File: config.mk
export PLATFORM = sky130hd
export DESIGN_NAME = io_bridge_flat
export DESIGN_NICKNAME = d
export VERILOG_FILES = /design/src/rtl/io_bridge_if.sv /design/src/rtl/io_bridge.sv /design/src/flat_wrapper.sv
export SDC_FILE = /design/constraint.sdc
export NUM_CORES = 1
export LEC_CHECK = 0
export ABC_AREA = 1
export CELL_PAD_IN_SITES_DETAIL_PLACEMENT = 0
export CELL_PAD_IN_SITES_GLOBAL_PLACEMENT = 1
export CORE_MARGIN = 5
export CORE_UTILIZATION = 47
export CTS_CLUSTER_SIZE = 16
export DETAILED_ROUTE_END_ITERATION = 6
export GPL_TIMING_DRIVEN = 0
export PLACE_DENSITY_LB_ADDON = 0.05
export SETUP_SLACK_MARGIN = 0.2
export SKIP_CTS_REPAIR_TIMING = 1
export SYNTH_ARGS = -nofsm -noshare
export SYNTH_HDL_FRONTEND = slang
export SYNTH_SLANG_ARGS = --single-unit
export TNS_END_PERCENT = 10
File: constraint.sdc
create_clock -name clk -period 5.5 [get_ports clk]
set_input_delay 0.55 -clock clk [delete_from_list [all_inputs] [get_ports clk]]
set_output_delay 0.55 -clock clk [all_outputs]
set_load 0.05 [all_outputs]
File: src/rtl/io_bridge_if.sv
// Signal bundle between the processor/host side and io_bridge.
// The bridge takes the slave view; whoever drives the strobes and host handshakes takes the master view.
interface io_bridge_if #(
    parameter int WIDTH = 16,
    parameter int DEPTH = 4
);
    localparam int CW = $clog2(DEPTH) + 1;

    logic [WIDTH-1:0] ioOut;
    logic             io_wr;
    logic             io_rd;
    logic [WIDTH-1:0] ioIn;

    logic [WIDTH-1:0] in_data;
    logic             in_valid;
    logic             in_ready;

    logic [WIDTH-1:0] out_data;
    logic             out_valid;
    logic             out_ready;

    logic [CW-1:0]    in_count;
    logic [CW-1:0]    out_count;
    logic             overflow;
    logic             underflow;

    modport slave (
        input  ioOut, io_wr, io_rd,
        input  in_data, in_valid, out_ready,
        output ioIn, in_ready, out_data, out_valid,
        output in_count, out_count, overflow, underflow
    );

    modport master (
        output ioOut, io_wr, io_rd,
        output in_data, in_valid, out_ready,
        input  ioIn, in_ready, out_data, out_valid,
        input  in_count, out_count, overflow, underflow
    );
endinterface

File: src/rtl/io_bridge.sv
// Host-side bridge for the processor's 16-bit I/O port.
// It holds one FIFO toward the processor and one FIFO from it, plus sticky error flags.
module io_bridge_fifo #(
    parameter int WIDTH = 16,
    parameter int DEPTH = 4
) (
    input  logic                     clk,
    input  logic                     Reset,
    input  logic                     i_push,
    input  logic [WIDTH-1:0]         i_data,
    input  logic                     i_pop,
    output logic [WIDTH-1:0]         o_head,
    output logic                     o_full,
    output logic                     o_empty,
    output logic [$clog2(DEPTH):0]   o_count
);
    localparam int PW = $clog2(DEPTH) + 1;

    logic [WIDTH-1:0] r_mem [DEPTH];
    logic [PW-1:0]    r_wr_ptr;
    logic [PW-1:0]    r_rd_ptr;
    logic             w_do_push;
    logic             w_do_pop;

    // The extra pointer MSB tells a full queue apart from an empty one.
    assign o_empty = (r_wr_ptr == r_rd_ptr);
    assign o_full  = (r_wr_ptr[PW-1] != r_rd_ptr[PW-1]) &&
                     (r_wr_ptr[PW-2:0] == r_rd_ptr[PW-2:0]);
    assign o_count = r_wr_ptr - r_rd_ptr;

    // Full and empty are registered status, so a pop never frees room for a push in the same cycle.
    assign w_do_push = i_push && !o_full;
    assign w_do_pop  = i_pop && !o_empty;

    assign o_head = o_empty ? '0 : r_mem[r_rd_ptr[PW-2:0]];

    always_ff @(posedge clk) begin
        if (Reset) begin
            r_wr_ptr <= '0;
            r_rd_ptr <= '0;
        end else begin
            if (w_do_push) begin
                r_wr_ptr <= r_wr_ptr + 1'b1;
            end
            if (w_do_pop) begin
                r_rd_ptr <= r_rd_ptr + 1'b1;
            end
        end
    end

    always_ff @(posedge clk) begin
        if (!Reset && w_do_push) begin
            r_mem[r_wr_ptr[PW-2:0]] <= i_data;
        end
    end
endmodule

module io_bridge #(
    parameter int WIDTH = 16,
    parameter int DEPTH = 4
) (
    input  logic        clk,
    input  logic        Reset,
    io_bridge_if.slave  bus
);
    logic w_in_full;
    logic w_in_empty;
    logic w_out_full;
    logic w_out_empty;
    logic r_overflow;
    logic r_underflow;

    io_bridge_fifo #(
        .WIDTH (WIDTH),
        .DEPTH (DEPTH)
    ) u_in_fifo (
        .clk     (clk),
        .Reset   (Reset),
        .i_push  (bus.in_valid),
        .i_data  (bus.in_data),
        .i_pop   (bus.io_rd),
        .o_head  (bus.ioIn),
        .o_full  (w_in_full),
        .o_empty (w_in_empty),
        .o_count (bus.in_count)
    );

    io_bridge_fifo #(
        .WIDTH (WIDTH),
        .DEPTH (DEPTH)
    ) u_out_fifo (
        .clk     (clk),
        .Reset   (Reset),
        .i_push  (bus.io_wr),
        .i_data  (bus.ioOut),
        .i_pop   (bus.out_ready),
        .o_head  (bus.out_data),
        .o_full  (w_out_full),
        .o_empty (w_out_empty),
        .o_count (bus.out_count)
    );

    assign bus.in_ready  = !w_in_full;
    assign bus.out_valid = !w_out_empty;

    // The processor strobes are never stalled, so misuse is only recorded.
    always_ff @(posedge clk) begin
        if (Reset) begin
            r_overflow  <= 1'b0;
            r_underflow <= 1'b0;
        end else begin
            if (bus.io_wr && w_out_full) begin
                r_overflow <= 1'b1;
            end
            if (bus.io_rd && w_in_empty) begin
                r_underflow <= 1'b1;
            end
        end
    end

    assign bus.overflow  = r_overflow;
    assign bus.underflow = r_underflow;
endmodule
File: src/flat_wrapper.sv
// flat-port wrapper written by rule: the top's interface ports become plain ports
module io_bridge_flat 
#(
    parameter int WIDTH = 16,
    parameter int DEPTH = 4
)
  (clk, Reset, bus_ioOut, bus_io_wr, bus_io_rd, bus_in_data, bus_in_valid, bus_out_ready, bus_ioIn, bus_in_ready, bus_out_data, bus_out_valid, bus_in_count, bus_out_count, bus_overflow, bus_underflow);
  io_bridge_if #(.WIDTH(WIDTH), .DEPTH(DEPTH)) bus_i ();
  input  logic clk;
  input  logic Reset;
  input wire logic [$bits(bus_i.ioOut)-1:0] bus_ioOut;
  input wire logic [$bits(bus_i.io_wr)-1:0] bus_io_wr;
  input wire logic [$bits(bus_i.io_rd)-1:0] bus_io_rd;
  input wire logic [$bits(bus_i.in_data)-1:0] bus_in_data;
  input wire logic [$bits(bus_i.in_valid)-1:0] bus_in_valid;
  input wire logic [$bits(bus_i.out_ready)-1:0] bus_out_ready;
  output wire logic [$bits(bus_i.ioIn)-1:0] bus_ioIn;
  output wire logic [$bits(bus_i.in_ready)-1:0] bus_in_ready;
  output wire logic [$bits(bus_i.out_data)-1:0] bus_out_data;
  output wire logic [$bits(bus_i.out_valid)-1:0] bus_out_valid;
  output wire logic [$bits(bus_i.in_count)-1:0] bus_in_count;
  output wire logic [$bits(bus_i.out_count)-1:0] bus_out_count;
  output wire logic [$bits(bus_i.overflow)-1:0] bus_overflow;
  output wire logic [$bits(bus_i.underflow)-1:0] bus_underflow;
  assign bus_i.ioOut = bus_ioOut;
  assign bus_i.io_wr = bus_io_wr;
  assign bus_i.io_rd = bus_io_rd;
  assign bus_i.in_data = bus_in_data;
  assign bus_i.in_valid = bus_in_valid;
  assign bus_i.out_ready = bus_out_ready;
  assign bus_ioIn = bus_i.ioIn;
  assign bus_in_ready = bus_i.in_ready;
  assign bus_out_data = bus_i.out_data;
  assign bus_out_valid = bus_i.out_valid;
  assign bus_in_count = bus_i.in_count;
  assign bus_out_count = bus_i.out_count;
  assign bus_overflow = bus_i.overflow;
  assign bus_underflow = bus_i.underflow;
  io_bridge #(.WIDTH(WIDTH), .DEPTH(DEPTH)) u_core (.clk(clk), .Reset(Reset), .bus(bus_i));
endmodule
# [Word-level counts from Yosys, hierarchy flattened]
# Memories as Yosys holds them, arrays and structs flattened. A register that Yosys moved wholly into a read port is not among the register bits.
# Cells that the tools add are included.
# Widths: inputs -> output; s select.
[totals] regBits=14 ramBits=128 output_inout_bits=42 word_cells=45 n_memories=2
[op_classes] n_addsub=6 n_eq_ne=6 mux=10 reduce_logical=15
[memory_table] memory="u_core.u_in_fifo.r_mem" words=4 width=16 read_ports=1 rd_ports_with_merged_regs=1 wr=1 line="io_bridge.sv:19" text="logic [WIDTH-1:0] r_mem [DEPTH];"
[memory_table] memory="u_core.u_out_fifo.r_mem" words=4 width=16 read_ports=1 rd_ports_with_merged_regs=1 wr=1 line="io_bridge.sv:19"
[op_table] op="$mux 16" n=2
[op_table] op="$add 3x1->3 const B" n=4
[op_table] op="$logic_and 1x1->1" n=10
[op_table] op="$mux 2" n=4
[op_table] op="$eq 3x3->1" n=2
[op_table] op="$sub 3x3->3" n=2
[op_table] op="$logic_not 1->1" n=5
[op_table] op="$eq 2x2->1" n=2
[op_table] op="$mux 1" n=4
[op_table] op="$ne 1x1->1" n=2

# [Logic depth before layout (Yosys ltp)]
[logic_depth] ltp_word=7 depth_mapped=8

# [By module]
# A second synthesis with hierarchy kept.
[hier_totals] hier_cells=538 area_unflattened_um2=6231.0
[modules_own_cells] mod="io_bridge_fifo" instances=2 cells_per_inst=264 area_per_inst_um2=3079.2
[modules_own_cells] mod="io_bridge" instances=1 cells_per_inst=10 area_per_inst_um2=72.6

# [Least setup slack after synthesis]
# Ideal clock, no wire load.
[synth_timing] kind="register to register" startpoint="register u_core.u_out_fifo.r_wr_ptr[0]" endpoint="memory u_core.u_out_fifo.r_mem[2][0], enable pin" setup_time_ns=0.409 arrival_time_ns=2.282 t_required_ns=5.091 setup_slack_ns=2.809 stages_incl_launch_ff=8 n_path_buf=0 synth_period_minus_slack_ns=2.691 cell_sequence="dfxtp_1 > inv_1 > ha_1 > nand2_1 > inv_1 > nand3_2 > nand2_1 > nor3_1"
[synth_between] elab_chain_cells=7
[synth_rtl] item="from (decl)" line="io_bridge.sv:20" text="logic [PW-1:0] r_wr_ptr;"
[synth_rtl] item="from (signal assigned)" line="io_bridge.sv:43" text="r_wr_ptr <= r_wr_ptr + 1'b1;"
[synth_rtl] item="$eq 2x2->1" line="io_bridge.sv:28" text="(r_wr_ptr[PW-2:0] == r_rd_ptr[PW-2:0]);"
[synth_rtl] item="$logic_and 1x1->1" line="io_bridge.sv:27" text="assign o_full = (r_wr_ptr[PW-1] != r_rd_ptr[PW-1]) &&"
[synth_rtl] item="$logic_not 1->1" line="io_bridge.sv:32" text="assign w_do_push = i_push && !o_full;"
[synth_rtl] item="$logic_and 1x1->1" line="io_bridge.sv:32"
[synth_rtl] item="$logic_and 1x1->1" line="io_bridge.sv:52" text="if (!Reset && w_do_push) begin"
[synth_rtl] item="$mux 1" line="io_bridge.sv:52"
[synth_rtl] item="$mux 1 (not written as such)" line="io_bridge.sv:53" text="r_mem[r_wr_ptr[PW-2:0]] <= i_data;"
[synth_rtl] item="to (decl)" line="io_bridge.sv:19"
# Several ways; a longest one is shown, not always the timed one.

# [Final worst setup path]
[layout_timing] startpoint="register u_core.u_out_fifo.r_wr_ptr[0]" endpoint="output port bus_out_data[12]"
[layout_between] elab_chain_cells=2
[layout_rtl] item="$eq 3x3->1" line="io_bridge.sv:26" text="assign o_empty = (r_wr_ptr == r_rd_ptr);"
[layout_rtl] item="$mux 16" line="io_bridge.sv:35" text="assign o_head = o_empty ? '0 : r_mem[r_rd_ptr[PW-2:0]];"
[layout_rtl] item="to (decl)" line="flat_wrapper.sv:19" text="output wire logic [$bits(bus_i.out_data)-1:0] bus_out_data;"
# Every way passes these cells.

==> metrics.csv <==
stage,metric,value,unit
outcome,outcome,completed,
layout,final_cell_mix,"nor2_1 (142), edfxtp_1 (128), clkdlybuf4s50_1 (78), o21ai_0 (60), a21oi_1 (35)",
synthesis,synthTopCellsByArea,"edfxtp_1 (62%), nor2_1 (8.9%), dfxtp_1 (5.8%)",
synthesis,synth_cell_types,26,
clock_network,cts.sinks,146,
hold_path,hold_start,Reset,
layout,fillerInstances,1086,
floorplan,die_w,124.6,µm
floorplan,die-area,15510,µm²
timing,fin_ws,2.175,ns
timing,clock.fmax,300.7,MHz
synthesis,synth_compound_area_share,10.08,%
layout,multi_input_comb_area,1694,µm²
layout,num-nets-final,693,
power,power_switching,1.216,mW
job,maxCapViolations,0,
global_route,antenna_found_initial,0,
synthesis,synth_edf_count,128,
synthesis,synth_top_family_by_area,simple AND/OR/NAND/NOR gates,
power,p_per_area,455.7,nW/µm²
synthesis,netlist_area,6167,µm²
route,viasPerCell,5.051,
power,peakVddDrop,220.9,µV
synthesis,ys.flop_type,edfxtp_1,
power,p_int,2.371,mW
clock_network,cts_max_level,4,
worst_setup_path,cp_data_required_time,4.95,ns
synthesis,syn-num-nets,591,
synthesis,yosysTopAreaCell,edfxtp_1,
route,wl_met2,6925,µm
layout,drive_above_1_share,13.96,%
timing,worst_slew_pin_slew,0.9613,ns
timing,period_needed,3.325,ns
timing,finClkSkew,0.006084,ns
floorplan,row_count,41,
timing,setup_tns,0,ns
floorplan,initial_utilization,48.48,%
global_route,gr-total-overflow,0,
worst_setup_path,crit-reg2reg-capture,u_core.u_in_fifo.r_mem[2][13],
route,drcViolationCount,0,
clock_network,insertion_delay,0.42,ns
power,swShare,33.90,%
worst_setup_path,cp_max_fo,10,
timing,rsz0062_at_grt,no,
synthesis,ys_async_sr_fraction,0,%
hold_path,min_path_cells,2,
route,ant_nets,0,
worst_setup_path,critPathLaunch,u_core.u_out_fifo.r_wr_ptr[0],
synthesis,ys_seq_elements,146,
synthesis,ys_seq_area_share,68.17,%
global_route,grt.total_usage,17.37,%
layout,area_growth,27.65,%
global_route,grt_pass1_vias,4198,
layout,diodes,0,
place,gp_congestion,0.7800,
clock_network,ctsRootBufferMaster,clkbuf_16,
power,p_total,3.587,mW
layout,final_common_cell,nor2_1,
synthesis,avgSynthCellArea,11.48,µm²
timing,relSlewSlack,35.85,%
clock_network,cts_tree,yes,
power,leakage,2.899,nW
timing,setup_viol,0,
worst_setup_path,crit_type,reg -> out,
floorplan,pin_count,80,
route,top_layer_used,met4,
floorplan,coreArea,12720,µm²
synthesis,synthCells,537,
synthesis,synth_top_area_share,62.33,%
global_route,grt_pass1_wl,20960,µm
clock_network,clock_path_buffers,2,
power,seq_power_share,35.4,%
worst_setup_path,rr_worst_depth,7,
route,route.met3.wl,689,µm
clock_network,numCtsBuffers,17,
power,combinationalPowerShare,31.4,%
hold_path,hp-class,in -> reg,
worst_setup_path,r2r-start,u_core.u_in_fifo.r_wr_ptr[0],
layout,post-route-util,61.88,%
route,totalWireLength,13140,µm
route,avgRoutedWirePerCell,15.95,µm
worst_setup_path,start_kind,register,
timing,holdWs,0.4438,ns
timing,maxSlewViolCount,0,
place,pre_cts_ws,2.584,ns
route,vias,4162,
layout,seq_area,4204,µm²
worst_setup_path,r2r_slack,2.92,ns
global_route,grt_max_degree,17,
worst_setup_path,cp.arrival,2.78,ns
route,drt_iter0_markers,214,
synthesis,synthSimpleGateAreaFrac,13.17,%
timing,period_share,60.46,%
synthesis,synth_fa_ha_area_share,3.490,%
clock_network,clk_pin_slew,0.06,ns
route,wl_met1,5316,µm
power,p_clk_share,33.2,%
place,dp_hpwl,8894,µm
place,place.port_buffers,78,
route,drt-pass1-iter-count,5,
synthesis,synth-xor-area-share,0.2840,%
synthesis,muxShareOfSynthArea,0,%
hold_path,holdPathEnd,u_core.bus.underflow,
worst_setup_path,endpoint_kind,output pin,
floorplan,die-height,124.6,µm
timing,finalHoldViolations,0,
synthesis,yosys_warnings,0,
[flip-flops by register name (all words and copies together), names as in the netlist, named ones only]
name                        flops
u_core.u_out_fifo.r_mem        64
u_core.u_in_fifo.r_wr_ptr       3
u_core.bus.overflow             1
u_core.u_out_fifo.r_rd_ptr      3
u_core.bus.underflow            1
u_core.u_in_fifo.r_rd_ptr       3
u_core.u_in_fifo.r_mem         64
u_core.u_out_fifo.r_wr_ptr      3
[how the worst max path moves through the flow]
stage                     depth (start not counted)  slack, ns                              to
after floorplan                                   7       2.81   u_core.u_out_fifo.r_mem[2][0]
after global placement                            3       1.85  u_core.u_out_fifo.r_mem[2][10]
after detailed placement                          9       2.58                 bus_out_data[6]
after CTS                                         9       2.14                 bus_out_data[6]
after global routing                              9       2.01                bus_out_data[12]
final                                             9       2.17                bus_out_data[12]
[critical path, cell delays in order, from the launching register on]
cell and delay (ns):
dfxtp_1 0.40, inv_1 0.11, ha_1 0.32, nand2_1 0.11, inv_1 0.10, nand3_4 0.12, inv_4 0.08, buf_8 0.16
a21oi_2 0.13, clkdlybuf4s50_1 0.82
[cell usage after synthesis, types with 3 or more instances]
cell / n
buf_4: 6
nand2_1: 27
nor3_1: 3
nand3_1: 11
dfxtp_1: 18
nand2_2: 5
inv_2: 4
nor2_1: 147
ha_1: 14
o21ai_0: 60
buf_2: 10
clkbuf_2: 6
a21oi_1: 35
inv_1: 33
o211ai_1: 4
edfxtp_1: 128
o21ai_1: 4
a21oi_2: 11
[power by group through the flow]
stage                     clock [mW]  combinational, mW  sequential, mW
final                           1.19               1.13            1.27
after global routing            1.26               1.20            1.27
after CTS                       1.21               1.14            1.27
after detailed placement           0               1.14            1.29
after global placement             0               1.12            1.29
after floorplan                    0              0.755            1.29
[per-stage QoR]
stage | cells | cell area (µm²)
detailed placement | 792 | 7258
finish | 824 | 7873
global placement | 787 | 7163
floorplan | 537 | 6167
CTS | 824 | 7873
global route | 824 | 7873
[layer usage]
layer	global-route usage [%]	vias up
li1	-	2049
met1	19.58	1980
met2	30.47	113
met3	5.746	20
met4	6.705	0
met5	0	-
[area by class of cell]
cell class	instances	area share, %
buffer	24	1.923
clock buffer	19	5.499
clock inverter	13	2.305
inverter	38	1.844
multi-input combinational	329	21.52
sequential	146	53.40
tap	172	2.734
timing repair buffer	83	10.78
[cell families after synthesis]
group                    Yosys count
AND/OR/NAND/NOR                  197
adder cells (fa/ha/maj)           16
XOR/XNOR                           2
AO/OA/AOI/OAI                    114
flip-flops                       146
buffers and inverters             62
No activity file was read; power rests on OpenSTA's default activity.
